--- config.mk ---
export PLATFORM = sky130hd
export DESIGN_NAME = reg_rename_file
export DESIGN_NICKNAME = d
export VERILOG_FILES = /design/src/rtl/rename_pkg.sv /design/src/rtl/rename_ckpt_store.sv /design/src/rtl/reg_rename_file.sv
export SDC_FILE = /design/constraint.sdc
export NUM_CORES = 2
export LEC_CHECK = 0
export ABC_AREA = 1
export CORE_ASPECT_RATIO = 2
export CORE_MARGIN = 2
export CORE_UTILIZATION = 40
export DETAILED_ROUTE_END_ITERATION = 12
export DONT_BUFFER_PORTS = 1
export PLACE_DENSITY = 0.53
export SYNTH_ARGS = -nofsm -noshare
export SYNTH_HDL_FRONTEND = slang
export SYNTH_SLANG_ARGS = --single-unit
--- constraint.sdc ---
create_clock -name clk -period 71.5 [get_ports clk]
set_input_delay 21.45 -clock clk [delete_from_list [all_inputs] [get_ports clk]]
set_output_delay 21.45 -clock clk [all_outputs]
set_load 0.03 [all_outputs]
--- src/rtl/rename_pkg.sv ---
// rename_pkg: default sizes, derived index widths and the rename map entry type.
package rename_pkg;
    localparam int XLEN_DEF   = 32;
    localparam int NREG_DEF   = 32;
    localparam int TAG_W_DEF  = 4;
    localparam int NCKPT_DEF  = 4;
    localparam int REG_IDX_W  = $clog2(NREG_DEF);
    localparam int CKPT_IDX_W = $clog2(NCKPT_DEF);
    typedef struct packed {
        logic                 busy;
        logic [TAG_W_DEF-1:0] tag;
    } map_entry_t;
endpackage

--- src/rtl/rename_ckpt_store.sv ---
// rename_ckpt_store: ring of rename-map snapshots with tag-matched commit clears.
module rename_ckpt_store
    import rename_pkg::*;
#(
    parameter int NREG  = NREG_DEF,
    parameter int TAG_W = TAG_W_DEF,
    parameter int NCKPT = NCKPT_DEF,
    localparam int RW = $clog2(NREG),
    localparam int CW = $clog2(NCKPT)
) (
    input  logic                        clk,
    input  logic                        rst,
    input  logic                        en_i,
    input  logic                        flush_i,
    input  logic                        restore_i,
    input  logic [CW-1:0]               restore_id_i,
    input  logic                        take_i,
    input  logic                        release_i,
    input  logic [NREG-1:0]             take_busy_i,
    input  logic [NREG-1:0][TAG_W-1:0]  take_tag_i,
    input  logic                        clr_valid_i,
    input  logic [RW-1:0]               clr_rd_i,
    input  logic [TAG_W-1:0]            clr_tag_i,
    output logic [NREG-1:0]             restore_busy_o,
    output logic [NREG-1:0][TAG_W-1:0]  restore_tag_o,
    output logic [CW-1:0]               id_o,
    output logic                        full_o
);
    logic [NCKPT-1:0][NREG-1:0]            snap_busy_q;
    logic [NCKPT-1:0][NREG-1:0][TAG_W-1:0] snap_tag_q;
    logic [CW-1:0] head_q, tail_q;
    logic [CW:0]   count_q;
    logic          take_ok, rel_ok;

    assign full_o         = count_q == (CW+1)'(NCKPT);
    assign id_o           = tail_q;
    assign take_ok        = take_i && !full_o && !restore_i && !flush_i;
    assign rel_ok         = release_i && count_q != '0;
    assign restore_busy_o = snap_busy_q[restore_id_i];
    assign restore_tag_o  = snap_tag_q[restore_id_i];

    always_ff @(posedge clk or posedge rst) begin
        if (rst) begin
            head_q  <= '0;
            tail_q  <= '0;
            count_q <= '0;
        end else if (en_i) begin
            if (flush_i) begin
                head_q  <= '0;
                tail_q  <= '0;
                count_q <= '0;
            end else if (restore_i) begin
                tail_q  <= restore_id_i;
                count_q <= {1'b0, restore_id_i - head_q};
            end else begin
                head_q  <= head_q + CW'(rel_ok);
                tail_q  <= tail_q + CW'(take_ok);
                count_q <= count_q + (CW+1)'(take_ok) - (CW+1)'(rel_ok);
            end
        end
    end

    // Clears hit every slot; dead slots are overwritten on their next take anyway.
    always_ff @(posedge clk or posedge rst) begin
        if (rst) begin
            snap_busy_q <= '0;
            snap_tag_q  <= '0;
        end else if (en_i) begin
            for (int s = 0; s < NCKPT; s++) begin
                if (take_ok && tail_q == CW'(s)) begin
                    snap_busy_q[s] <= take_busy_i;
                    snap_tag_q[s]  <= take_tag_i;
                end else if (clr_valid_i && snap_tag_q[s][clr_rd_i] == clr_tag_i) begin
                    snap_busy_q[s][clr_rd_i] <= 1'b0;
                end
            end
        end
    end
endmodule

--- src/rtl/reg_rename_file.sv ---
// reg_rename_file: committed register values plus busy/tag rename map with branch checkpoints.
module reg_rename_file
    import rename_pkg::*;
#(
    parameter int XLEN  = XLEN_DEF,
    parameter int NREG  = NREG_DEF,
    parameter int TAG_W = TAG_W_DEF,
    parameter int NCKPT = NCKPT_DEF,
    localparam int RW = $clog2(NREG),
    localparam int CW = $clog2(NCKPT)
) (
    input  logic              clk,
    input  logic              rst,
    input  logic              rdy,
    input  logic              flush_all,
    input  logic              issue_valid,
    input  logic [RW-1:0]     issue_rs1,
    input  logic [RW-1:0]     issue_rs2,
    input  logic [RW-1:0]     issue_rd,
    input  logic [TAG_W-1:0]  issue_tag,
    output logic              rs1_busy,
    output logic [TAG_W-1:0]  rs1_tag,
    output logic [XLEN-1:0]   rs1_value,
    output logic              rs2_busy,
    output logic [TAG_W-1:0]  rs2_tag,
    output logic [XLEN-1:0]   rs2_value,
    input  logic              commit_valid,
    input  logic [RW-1:0]     commit_rd,
    input  logic [TAG_W-1:0]  commit_tag,
    input  logic [XLEN-1:0]   commit_value,
    input  logic              ckpt_take,
    output logic [CW-1:0]     ckpt_id,
    output logic              ckpt_full,
    input  logic              ckpt_restore,
    input  logic [CW-1:0]     ckpt_restore_id,
    input  logic              ckpt_release
);
    logic [NREG-1:0][XLEN-1:0]  values_q, values_d;
    logic [NREG-1:0]            busy_q, busy_d, cm_busy, rb_busy;
    logic [NREG-1:0][TAG_W-1:0] tag_q, tag_d, rb_tag;
    logic commit_hit, rs1_nz, rs2_nz, rs1_cm, rs2_cm;

    assign commit_hit = commit_valid && commit_rd != '0;

    // Live map after this cycle's commit clear; this is what a checkpoint captures.
    always_comb begin
        cm_busy = busy_q;
        if (commit_hit && tag_q[commit_rd] == commit_tag) cm_busy[commit_rd] = 1'b0;
    end

    always_comb begin
        values_d = values_q;
        busy_d   = cm_busy;
        tag_d    = tag_q;
        if (commit_hit) values_d[commit_rd] = commit_value;
        if (flush_all) begin
            busy_d = '0;
        end else if (ckpt_restore) begin
            busy_d = rb_busy;
            tag_d  = rb_tag;
            if (commit_hit && rb_tag[commit_rd] == commit_tag) busy_d[commit_rd] = 1'b0;
        end else if (issue_valid && issue_rd != '0) begin
            busy_d[issue_rd] = 1'b1;
            tag_d[issue_rd]  = issue_tag;
        end
    end

    always_ff @(posedge clk or posedge rst) begin
        if (rst) begin
            values_q <= '0;
            busy_q   <= '0;
            tag_q    <= '0;
        end else if (rdy) begin
            values_q <= values_d;
            busy_q   <= busy_d;
            tag_q    <= tag_d;
        end
    end

    // Reads see committed state plus the retiring result in the same cycle.
    assign rs1_nz    = issue_rs1 != '0;
    assign rs2_nz    = issue_rs2 != '0;
    assign rs1_cm    = commit_valid && commit_rd == issue_rs1;
    assign rs2_cm    = commit_valid && commit_rd == issue_rs2;
    assign rs1_busy  = rs1_nz && busy_q[issue_rs1] && !(rs1_cm && tag_q[issue_rs1] == commit_tag);
    assign rs2_busy  = rs2_nz && busy_q[issue_rs2] && !(rs2_cm && tag_q[issue_rs2] == commit_tag);
    assign rs1_tag   = rs1_nz ? tag_q[issue_rs1] : '0;
    assign rs2_tag   = rs2_nz ? tag_q[issue_rs2] : '0;
    assign rs1_value = !rs1_nz ? '0 : rs1_cm ? commit_value : values_q[issue_rs1];
    assign rs2_value = !rs2_nz ? '0 : rs2_cm ? commit_value : values_q[issue_rs2];

    rename_ckpt_store #(
        .NREG  (NREG),
        .TAG_W (TAG_W),
        .NCKPT (NCKPT)
    ) u_ckpt (
        .clk            (clk),
        .rst            (rst),
        .en_i           (rdy),
        .flush_i        (flush_all),
        .restore_i      (ckpt_restore),
        .restore_id_i   (ckpt_restore_id),
        .take_i         (ckpt_take),
        .release_i      (ckpt_release),
        .take_busy_i    (cm_busy),
        .take_tag_i     (tag_q),
        .clr_valid_i    (commit_hit),
        .clr_rd_i       (commit_rd),
        .clr_tag_i      (commit_tag),
        .restore_busy_o (rb_busy),
        .restore_tag_o  (rb_tag),
        .id_o           (ckpt_id),
        .full_o         (ckpt_full)
    );
endmodule
==> flow_metrics.tcl <==
set metrics [dict create \
    ctsResizeCount 0 \
    syn-num-nets 13900 \
    slew_headroom_pct -66.5 \
    synth_edf_count 0 \
    synth_area_um2 104000 \
    ys_seq_area_share_pct 44.2 \
    cp_max_fo 311 \
    yosysMostFrequentCell "o21ai_0" \
    clk_pin_slew_ps 70 \
    crit_arrival_ps 27960 \
    std_cell_rows 264 \
    vias 104000 \
    synth_top_flop_cell "dfrtp_1" \
    setup_viol 0 \
    syn-instance-count 13800 \
    tightestPinTransition_ps 2500 \
    rsz0062_at_grt "false" \
    fin_tns_setup_ps 0 \
    firstDrtPassIters 12 \
    grt_max_degree 803 \
    vias_per_cell 6.27 \
    place_hpwl_um 302000 \
    yosys.area.top_type "dfrtp_1" \
    cp-start-kind "primary input" \
    cts_tree "built" \
    status "complete, but fails checks" \
    crit_path_end_kind "output port" \
    multiInputGateArea_um2 49800 \
    route.detailed.drc 0 \
    drt_iter0_drc 12200 \
    ir_worst_vdd_mv 0.0208 \
    cts.sinks 1831 \
    power.density_nw_per_um2 26.2 \
    crit_type "in -> out" \
    synth.avg_cell_area_um2 7.48 \
    cts_root_buf "clkbuf_16" \
    cp-startpoint "issue_rs1[0]" \
    io_buffers 0 \
    io_pins 148 \
    clock_skew_ps 78.5 \
    failed_checks "max-capacitance violations, max-slew violations" \
    grt_usage_pct 37.7 \
    die_w_um 364 \
    grt_pass1_wl_um 723000 \
    drtAntennaViolNets 0 \
    post-route-period-util_pct 69.1 \
    die_y_um 724 \
    grt_pass1_vias 100000 \
    hold_violations 0 \
    numCtsBuffers 188 \
    cts.path.max_buffers 4 \
    period_minus_slack_ps 49410 \
    regArea_um2 45800 \
    wirelength_um 506000 \
    clkLatencyLatePin_ps 920 \
    syn_to_final_growth_pct 7.19 \
    gr-total-overflow 0 \
    drv_cap 1 \
    r2r_start "u_ckpt.count_q[1]$_DFFE_PP0P_" \
    leakagePower_uw 0.0484 \
    die_area_um2 263000 \
    antenna_found_initial 16 \
    fin_util_pct 43.0 \
    drive_gt1_share_pct 7.48 \
    hp-class "reg -> reg" \
    synth_top_area_share_pct 44.2 \
    start_util_pct 40.2 \
    yosysWarnings 0 \
    synth-seq-cells 1831 \
    nFillCells 26300 \
    postCtsSetupBuffers 0 \
    hold_start "values_q[27]$_DFFE_PP0P_" \
    routedWlPerCell_um 30.5 \
    htreeDepth 4 \
    place_congestion 1.01 \
    clock.fmax_mhz 20.2 \
    slew_viol_final 772 \
    core_area_um2 258000 \
    netlist_top_cells_count "3,028 x o21ai_0, 2,835 x nand2_1, 1,831 x dfrtp_1, 1,111 x a21oi_1, 925 x clkbuf_1" \
    synth-async-reset-ratio_pct 100 \
    holdBufCountCts 0 \
    critPathRequiredTime_ps 50050 \
    synthDistinctLibCells 46 \
    synth.area.top_cells "dfrtp_1 44%, o21ai_0 15%, nand2_1 10%" \
    nets 13100 \
]
-- critical path: stages --
cell	delay [ps]
buf_16	210
buf_16	530
inv_8	950
buf_12	650
buf_4	820
o21ai_0	160
a21oi_1	190
o21ai_0	200
nand3_1	150
nand3_1	100
nand2_1	150
xor2_1	150
nand3_1	80
nor3_1	710
nor2_1	540
-- final timing paths --
path | to | slack [ps] | cells after the start
max in group asynchronous | u_ckpt.snap_tag_q[159]$_DFFE_PP0P_ | 45010 | 8
min in group asynchronous | u_ckpt.count_q[2]$_DFFE_PP0P_ | 20650 | 2
min reg2reg | values_q[27]$_DFFE_PP0P_ | 390 | 0
min | values_q[27]$_DFFE_PP0P_ | 390 | 0
max | rs1_busy | 22090 | 15
max reg2reg | u_ckpt.snap_tag_q[380]$_DFFE_PP0P_ | 65880 | 11
-- final cells by class --
class	count	share of cell area, %
clock inverter	46	0.395
multi-input combinational	9897	44.9
clock buffer	280	5.04
tap	3458	3.90
sequential	1831	41.3
timing repair buffer	200	1.49
inverter	872	3.02
antenna	11	0.0248
-- state kept, by name, summed over array words and instances (netlist names) --
signal              count
busy_q                 32
u_ckpt.count_q          3
u_ckpt.snap_busy_q    128
u_ckpt.snap_tag_q     512
values_q             1024
tag_q                 128
u_ckpt.id_o             2
u_ckpt.head_q           2
-- report_power, final --
part           total [uW]  switching [uW]  leakage [uW]  internal, uW
logic                 561             383        0.0223           178
clock network        1020             462       0.00299           562
registers            1320             119        0.0231          1200
-- layer usage --
| layer | part of all wire, % | GRT usage (%) | wire [um] | vias to the layer above |
|---|---|---|---|---|
| li1 | - | - | - | 45300 |
| met1 | 33 | 40.4 | 168000 | 50500 |
| met2 | 46 | 61.3 | 235000 | 5989 |
| met3 | 8.5 | 7.64 | 43000 | 2199 |
| met4 | 12 | 36.7 | 60000 | 6 |
| met5 | 0.0067 | 0 | 34 | - |
-- per-stage QoR --
stage                     instances  total power, uW  setup WS [ps]  cell area, um2  hold slack [ps]
after floorplan               13800             1710          24650          104000              440
after global placement        16300             1860          23380          105000              375
after detailed placement      16300             1870          23400          105000              380
after CTS                     16600             2890          23120          111000              394
after global routing          16600             3030          22160          111000              408
final                         16600             2910          22090          111000              392
-- placed cells by master (no fill, tap or decap), types with 18 or more instances in the layout --
| master | count |
|---|---|
| o21ai_0 | 3022 |
| nand2_1 | 2829 |
| dfrtp_1 | 1831 |
| a21oi_1 | 1109 |
| nand3_1 | 891 |
| inv_1 | 834 |
| nor2_1 | 713 |
| mux2_2 | 368 |
| a22oi_1 | 256 |
| clkbuf_16 | 189 |
| buf_4 | 189 |
| o221ai_1 | 173 |
| o22ai_1 | 145 |
| o21ai_1 | 86 |
| o211ai_1 | 74 |
| clkbuf_8 | 53 |
| nand4_1 | 39 |
| clkbuf_1 | 38 |
| clkinv_2 | 32 |
| nor2_4 | 25 |
| or2_1 | 21 |
| nor3_1 | 18 |
-- kinds of logic after synthesis --
kind of cell    Yosys count  synth area share, %
compound gates         4912                 25.5
simple gates           4597                 18.1
fa+ha+maj                 6               0.0797
flops                  1831                 44.2
mux                     368                 4.00
xor+xnor                 14                0.118
buf+inv                2116                 8.02
Note: power is estimated with default switching activity, not from simulation.
